`config.mk`:
```
export PLATFORM = sky130hd
export DESIGN_NAME = mem_arbiter_n
export DESIGN_NICKNAME = d
export VERILOG_FILES = /design/src/rtl/mem_arbiter_n.sv
export SDC_FILE = /design/constraint.sdc
export NUM_CORES = 1
export LEC_CHECK = 0
export ABC_AREA = 1
export CORE_AREA = 5 5 120 122
export DETAILED_ROUTE_END_ITERATION = 12
export DIE_AREA = 0 0 125 127
export PLACE_DENSITY = 0.54
export SLEW_MARGIN = 0
export SYNTH_ARGS = -nofsm -noshare
export SYNTH_HDL_FRONTEND = slang
export SYNTH_SLANG_ARGS = --single-unit
```
`constraint.sdc`:
```
create_clock -name clk -period 2.2 [get_ports clk]
set_input_delay 0.22 -clock clk [delete_from_list [all_inputs] [get_ports clk]]
set_output_delay 0.22 -clock clk [all_outputs]
set_load 0.02 [all_outputs]
```
`src/rtl/mem_arbiter_n.sv`:
```
// mem_arbiter_n: N-channel native-memory arbiter with per-transaction ownership lock.
// Selection is fixed priority or round robin; the chosen channel is muxed straight
// onto the memory port and the response is routed back only to that channel.
module mem_arbiter_n #(
    parameter int NUM_CH     = 2,
    parameter int ADDR_WIDTH = 32,
    parameter int DATA_WIDTH = 32,
    parameter int RR_MODE    = 0
) (
    input  logic                           clk,
    input  logic                           rst,
    input  logic [NUM_CH-1:0]              req_valid,
    input  logic [NUM_CH-1:0]              req_instr,
    input  logic [NUM_CH*ADDR_WIDTH-1:0]   req_addr,
    input  logic [NUM_CH*DATA_WIDTH-1:0]   req_wdata,
    input  logic [NUM_CH*DATA_WIDTH/8-1:0] req_wstrb,
    output logic [NUM_CH*DATA_WIDTH-1:0]   rsp_rdata,
    output logic [NUM_CH-1:0]              rsp_ready,
    output logic                           memory_valid,
    output logic                           memory_instr,
    output logic [ADDR_WIDTH-1:0]          memory_addr,
    output logic [DATA_WIDTH-1:0]          memory_wdata,
    output logic [DATA_WIDTH/8-1:0]        memory_wstrb,
    input  logic [DATA_WIDTH-1:0]          memory_rdata,
    input  logic                           memory_ready,
    output logic [$clog2(NUM_CH)-1:0]      grant_id,
    output logic                           busy
);

    localparam int IDW  = $clog2(NUM_CH);
    localparam int STRB = DATA_WIDTH / 8;

    typedef enum logic {
        IDLE = 1'b0,
        BUSY = 1'b1
    } state_t;

    state_t         r_state;
    logic [IDW-1:0] r_owner;
    logic [IDW-1:0] r_rrPtr;

    logic           w_locked;
    logic [IDW-1:0] w_base;
    logic [IDW-1:0] w_cand;
    logic [IDW-1:0] w_winner;
    logic           w_found;
    logic [IDW-1:0] w_sel;
    logic           w_memValid;

    // Channel index base+off, wrapping NUM_CH-1 -> 0 (off never exceeds NUM_CH-1).
    function automatic logic [IDW-1:0] wrapAdd(input logic [IDW-1:0] base, input int off);
        int s;
        s = int'(base) + off;
        if (s >= NUM_CH) begin
            s = s - NUM_CH;
        end
        return IDW'(s);
    endfunction

    assign w_locked = (r_state == BUSY);

    // Winner search: first valid channel scanning upward from the base, where the
    // base is the round-robin pointer in RR mode and channel 0 in fixed mode.
    always_comb begin
        w_base   = (RR_MODE != 0) ? r_rrPtr : '0;
        w_cand   = '0;
        w_winner = '0;
        w_found  = 1'b0;
        for (int k = 0; k < NUM_CH; k++) begin
            w_cand = wrapAdd(w_base, k);
            if (!w_found && req_valid[w_cand]) begin
                w_winner = w_cand;
                w_found  = 1'b1;
            end
        end
    end

    assign w_sel      = w_locked ? r_owner : w_winner;
    assign w_memValid = req_valid[w_sel];

    assign memory_valid = w_memValid;
    assign memory_instr = req_instr[w_sel];
    assign memory_addr  = req_addr[w_sel*ADDR_WIDTH +: ADDR_WIDTH];
    assign memory_wdata = req_wdata[w_sel*DATA_WIDTH +: DATA_WIDTH];
    assign memory_wstrb = req_wstrb[w_sel*STRB +: STRB];
    assign grant_id     = w_sel;
    assign busy         = w_locked;

    // Response routing: only the selected channel sees read data and completion.
    always_comb begin
        rsp_rdata = '0;
        rsp_ready = '0;
        rsp_ready[w_sel] = memory_ready & w_memValid;
        rsp_rdata[w_sel*DATA_WIDTH +: DATA_WIDTH] = memory_rdata;
    end

    // Lock FSM: take ownership on a stalled request, release on completion, and
    // advance the round-robin pointer only when a transaction actually completes.
    always_ff @(posedge clk or negedge rst) begin
        if (!rst) begin
            r_state <= IDLE;
            r_owner <= '0;
            r_rrPtr <= '0;
        end else begin
            case (r_state)
                IDLE: begin
                    if (w_memValid) begin
                        if (!memory_ready) begin
                            r_owner <= w_sel;
                            r_state <= BUSY;
                        end else if (RR_MODE != 0) begin
                            r_rrPtr <= wrapAdd(w_sel, 1);
                        end
                    end
                end
                BUSY: begin
                    if (memory_ready) begin
                        r_state <= IDLE;
                        if (RR_MODE != 0) begin
                            r_rrPtr <= wrapAdd(r_owner, 1);
                        end
                    end
                end
                default: begin
                    r_state <= IDLE;
                end
            endcase
        end
    end

endmodule

```
==> results.toml, run 1 <==
[sta]
min_period_over_period = 0.938
finalClockSkew_ns = 0.00135
finalHoldViolCount = 0
setup_ws_ns = 0.137
worst_slew_pin_slew_ns = 0.299
holdWs_ns = 0.171
max_freq_mhz = 485
rsz0062_at_grt = "no"
fin_tns_setup_ns = 0
slew_violations = 0
relSlewSlack = 0.800
setup_viol = 0
period_minus_slack_ns = 2.06

[cts]
cts_tree = "yes"
cts_htree_levels = 1
post_cts_buffers = 0
clock_path_buffers = 2
cts_buffers = 3
cts_sinks = 2
clk_latency_ns = 0.22
root_buffer = "clkbuf_16"
clk_pin_slew_ns = 0.03

[synth]
ys_seq_area_frac = 0.0353
netlist_instances = 347
syn_area_sq_um = 1420
synth.distinct_cells = 15
ys_warn_count = 0
synth_seq_cells = 2
synth_nets = 522
synth.avg_cell_area_sq_um = 4.09

[floorplanning]
die_h_um = 127
io_pins = 313
core_sq_um = 13100
start_util = 0.108
die_area_sq_um = 15900
die_w_um = 125
num_rows = 42

[setup_path]
cp_max_fo = 49
worst_path_largest_cell_delay_ns = 0.51
path_cells = "clkdlybuf4s50_1 > nor2_1 > nand2_1 > nand2_4 > clkinv_2 > buf_12 > nand2_1 > nand2_1 > dlygate4sd2_1"
critPathKind = "input pin to output port"
cp-end-kind = "output port"
worstSetupStartpointType = "input pin"
required_ns = 1.98
r2r-start = "busy"
path_common_cell = "nand2_1"
critPathLaunch = "req_valid[0]"
slowest_stage = "clkdlybuf4s50_1"
critical_path_arrival_ns = 1.84

[power]
powerDensity_nw_per_um2 = 421
ir_drop_v = 0.000312
p_leak_nw = 2.86

[cells_and_area]
area_growth_syn_to_layout_pct = 239
layoutNonFillerInstCount = 824
nets = 825
diodes = 0
drive_gt1_frac = 0.0309

[grt]
grt_pass1_vias = 3143
grt_busiest_layer = "met2"
gr-usage-met2 = 0.245
antenna_found_initial = 0
grt_max_degree = 61
grt_util_met1 = 0.132
gr-usage-all-layers = 0.126
grt_use_met3 = 0.0463
grt_overflow = 0
grt_pass1_wl_um = 16400

[flow_run]
drv_cap = 0

[route]
wl_per_cell_um = 14.0
drt_iter0_drc = 84
drc = 0
wl_um = 11600
antenna_left = 0
drt-pass1-iter-count = 4
routed_via_density = 3.81
vias = 3140

[placed_design]
place_inst = 820
port-buffer-count = 312
hpwl_um = 9560
pre_cts_ws_ns = -0.155
gp_congestion = 0.865

[run_status]
outcome = "finished, final reports clean"

[min_path]
hold_path.class = "input pin to async pin"
[flip-flops by register name, summed over array words and instances, names as in the netlist]
register / cells
busy: 1
r_owner: 1
[final timing paths]
kind	end	cells past startpoint	slack [ns]
max	memory_addr[14]	9	0.14
min	r_owner	1	0.17
max reg2reg	r_owner	6	0.94
min reg2reg	r_owner	2	0.51
max in group asynchronous	busy	1	1.90
min in group clk	r_owner	2	0.51
[Yosys cell counts, drive strengths merged]
cell type  instances  share of area
a211oi             1         0.0053
and2               1         0.0044
buf               19          0.089
clkbuf             3         0.0079
dfrtp              2          0.035
inv               36          0.095
nand2            214           0.57
nand3              2         0.0071
nand4              2         0.0088
nor2              66           0.17
or2                1         0.0044
[cells by family after synthesis]
kind of cell,count (synthesis),share of synthesized area
AO/OA/AOI/OAI,1,0.00529
buffers and inverters,58,0.192
AND/OR/NAND/NOR,286,0.767
flip-flops,2,0.0353
[critical path: cells and delay by family]
| kind | cells | cell delay, ns |
|---|---|---|
| AND/OR/NAND/NOR | 5 | 0.42 |
| buffers and inverters | 4 | 1.15 |
[report_power, final]
| group | internal, mW | switching (mW) | total, mW |
|---|---|---|---|
| combinational | 0.780 | 0.917 | 1.70 |
| clock | 0.232 | 0.0471 | 0.279 |
| sequential | 0.0436 | 0.00729 | 0.0509 |
[placed cells by master (no fill, tap or decap), types with 2 or more instances in the layout]
cell type          n
clkdlybuf4s15_1   29
nor2_1            66
clkbuf_16          4
nand4_1            2
buf_4              4
buf_12             3
dlymetal6s2s_1    33
nand3_1            2
clkbuf_2           5
nand2_1          213
inv_1             35
dfrtp_1            2
dlygate4sd2_1     67
clkdlybuf4s50_1  177
[what timing repair did]
action | CTS | global route
endpoints found under the setup margin | 102 | 32
cloned | 0 | 1
gates resized for setup | 101 | 73
hold buffers | 0 | 0
[final cells by class]
class | count | area, sq um
Clock buffer | 3 | 75.1
Timing Repair Buffer | 320 | 3230
Sequential cell | 2 | 50.0
Tap cell | 176 | 220
Multi-Input combinational cell | 287 | 1100
Inverter | 36 | 136
Fill cell | 1431 | 8270
[routing by layer]
metal	part of all wire	vias up
li1	-	1597
met1	0.37	1348
met2	0.52	188
met3	0.10	7
met4	0.0079	0
met5	0	-
[per-stage QoR]
stage	area, sq um	total power [mW]	utilization
6_report	4810	2.03	0.368
5_1_grt	4810	2.17	0.368
4_1_cts	4680	2.04	0.358
3_5_place_dp	4730	1.92	0.362
3_3_place_gp	4730	1.92	0.362
2_1_floorplan	1420	0.877	-
No activity file was read; power rests on OpenSTA's default activity.
==> run 2: changes to the inputs <==
--- a/config.mk
+++ b/config.mk
@@ -6,10 +6,10 @@
 export NUM_CORES = 1
 export LEC_CHECK = 0
 export ABC_AREA = 1
-export CORE_AREA = 5 5 120 122
+export CORE_AREA = 5 5 119 121
 export DETAILED_ROUTE_END_ITERATION = 12
-export DIE_AREA = 0 0 125 127
-export PLACE_DENSITY = 0.54
+export DIE_AREA = 0 0 124 126
+export PLACE_DENSITY = 0.56
 export SLEW_MARGIN = 0
 export SYNTH_ARGS = -nofsm -noshare
 export SYNTH_HDL_FRONTEND = slang
==> constraint.sdc (replaced) <==
create_clock -name clk -period 1.8 [get_ports clk]
set_input_delay 0.18 -clock clk [delete_from_list [all_inputs] [get_ports clk]]
set_output_delay 0.18 -clock clk [all_outputs]
set_load 0.02 [all_outputs]
==> run 2 against run 1 <==
  * The run now ends with setup timing left
  * Register-to-register slack got worse by 0.51 ns
  * First-iteration DRC count increased by 4.8%
  * Global-route usage increased by 1.3 points
  * Core utilization decreased by 1.2 points
  * Hold slack got worse by 0.041 ns
  * Wire length increased by 6.0%
==> results.toml, run 2 (synthesized netlist as in run 1, its figures left out) <==
[cells_and_area]
fillers = 1505
layout_commonest_cell = "nand2_1"
seq_area_sq_um = 50.0
nets = 839
layout_common_cells = "208 x nand2_1, 174 x clkdlybuf4s50_1, 86 x buf_2"
drive_gt1_frac = 0.258
stdcell_area_sq_um = 4620
final_util = 0.356
multiInputGateArea_sq_um = 1130
diodes = 0
area_growth_syn_to_layout_pct = 225

[route]
drc = 0
vias = 3250
antenna_left = 0
wl_per_cell_um = 14.6
drt_iter0_drc = 88
wl_um = 12300
drt-pass1-iter-count = 4
routed_via_density = 3.88

[floorplanning]
start_util = 0.109
io_pins = 313
core_sq_um = 13000
die_h_um = 126
die_area_sq_um = 15600
die_w_um = 124
num_rows = 42

[grt]
antenna_found_initial = 0
gr-usage-all-layers = 0.140
grt_max_degree = 38
grt_overflow = 0
grt_pass1_wl_um = 17300
grt_pass1_vias = 3297

[cts]
clk_pin_slew_ns = 0.03
root_buffer = "clkbuf_16"
cts_sinks = 2
holdBufCountCts = 0
clk_latency_ns = 0.22
cts_tree = "yes"
clock_path_buffers = 2
cts_buffers = 3
cts_htree_levels = 1

[setup_path]
worst_path_largest_cell_delay_ns = 0.40
r2r-start = "busy"
cp_max_fo = 15
reg2regPathDepth = 9
path_common_cell = "buf_4"
required_ns = 1.62
cp-end-kind = "output port"
timing.rr.end = "r_owner"
critical_path_arrival_ns = 1.64
critPathKind = "register to output port"
slowest_stage = "dfrtp_1"
crit_family = "buffers and inverters"
path_cells = "nor2_2 > nand2_2 > nand2_4 > buf_4 > buf_12 > buf_16 > nand4_1 > inv_1 > buf_4"
path_buf_inv = 5
worstSetupStartpointType = "register"
rrSetupSlack_ns = 0.43

[power]
finalPower_mw = 2.64
p_switching_mw = 1.26
switching_share = 0.477
p_leak_nw = 2.55
p_comb_frac = 0.849
ir_drop_v = 0.000446
p_seq_frac = 0.023
power_frac_clock = 0.128
powerDensity_nw_per_um2 = 573
intPower_mw = 1.38

[run_status]
failed_checks = "setup timing"
outcome = "finished with violations"

[flow_run]
drv_cap = 0

[sta]
worst_slew_pin_slew_ns = 0.263
max_freq_mhz = 549
period_minus_slack_ns = 1.82
finalHoldViolCount = 0
rsz0062_at_grt = "yes"
min_period_over_period = 1.01
finalClockSkew_ns = 0.00186
setup_ws_ns = -0.0205
relSlewSlack = 0.824
setup_viol = 1
holdWs_ns = 0.130
slew_violations = 0

[placed_design]
port-buffer-count = 312
gp_congestion = 0.790
hpwl_um = 9890
place_area_sq_um = 4770

[min_path]
hold_path.class = "input pin to async pin"
[run 2: changes by cell type in the layout (fill, tap and decap cells not counted), moves of 17 or more]
cell / before / now
buf_4: 4 / 30
dlymetal6s2s_1: 33 / 0
buf_2: 0 / 86
dlygate4sd2_1: 67 / 3
buf_6: 0 / 17
clkdlybuf4s15_1: 29 / 0
[run 2: final cells by class]
class                           instances  area share
Sequential cell                         2      0.0108
Tap cell                              176      0.0477
Timing Repair Buffer                  334       0.651
Inverter                               36      0.0303
Multi-Input combinational cell        287       0.244
Clock buffer                            3      0.0163
[run 2: per-layer routing]
layer,GRT usage,vias to the layer above,wire length (um)
met4,0.0206,0,139
met3,0.0605,12,1750
met5,0,-,0
li1,-,1628,-
met1,0.144,1413,4250
met2,0.263,197,6120
[run 2: how the worst max path moves through the flow]
stage / cells after the start / startpoint / to / slack, ns
floorplan: 6 / busy / rsp_rdata[23] / 0.22
global placement: 7 / req_valid[1] / memory_addr[20] / -0.43
detailed placement: 7 / req_valid[1] / memory_wdata[15] / -0.46
CTS: 9 / req_valid[0] / memory_wdata[8] / -0.08
global route: 9 / busy / rsp_ready[1] / -0.13
finish: 9 / busy / rsp_ready[1] / -0.02
[run 2: what timing repair did]
action / 4_1_cts / 5_1_grt
pin swaps: 2 / 2
setup endpoints to repair: 134 / 131
gates cloned: 4 / 1
resized for setup: 530 / 59
setup buffers: 6 / 2
[run 2: through the flow]
stage	setup slack, ns	instances	TNS, ns
4_1_cts	-0.0768	836	-0.230
5_1_grt	-0.134	838	-5.05
6_report	-0.0205	838	-0.0205
3_5_place_dp	-0.455	823	-48.84
2_1_floorplan	0.221	347	0
3_3_place_gp	-0.434	823	-45.84
[run 2: worst reg2reg max path, cell delays in order (launching register included)]
cell	delay, ns
dfrtp_1	0.40
nor2_2	0.13
nand2_2	0.08
buf_4	0.14
buf_4	0.12
nand3_2	0.06
buf_4	0.11
nand3_1	0.08
nand2_1	0.07
nand2_1	0.05
[run 2: power groups by stage]
| stage | sequential [mW] | clock, mW | combinational, mW |
|---|---|---|---|
| final | 0.0595 | 0.340 | 2.25 |
| after detailed placement | 0.0592 | 0 | 2.33 |
| after floorplan | 0.0663 | 0 | 1.01 |
| after global routing | 0.0608 | 0.350 | 2.43 |
| after global placement | 0.0593 | 0 | 2.32 |
| after CTS | 0.0587 | 0.345 | 2.29 |
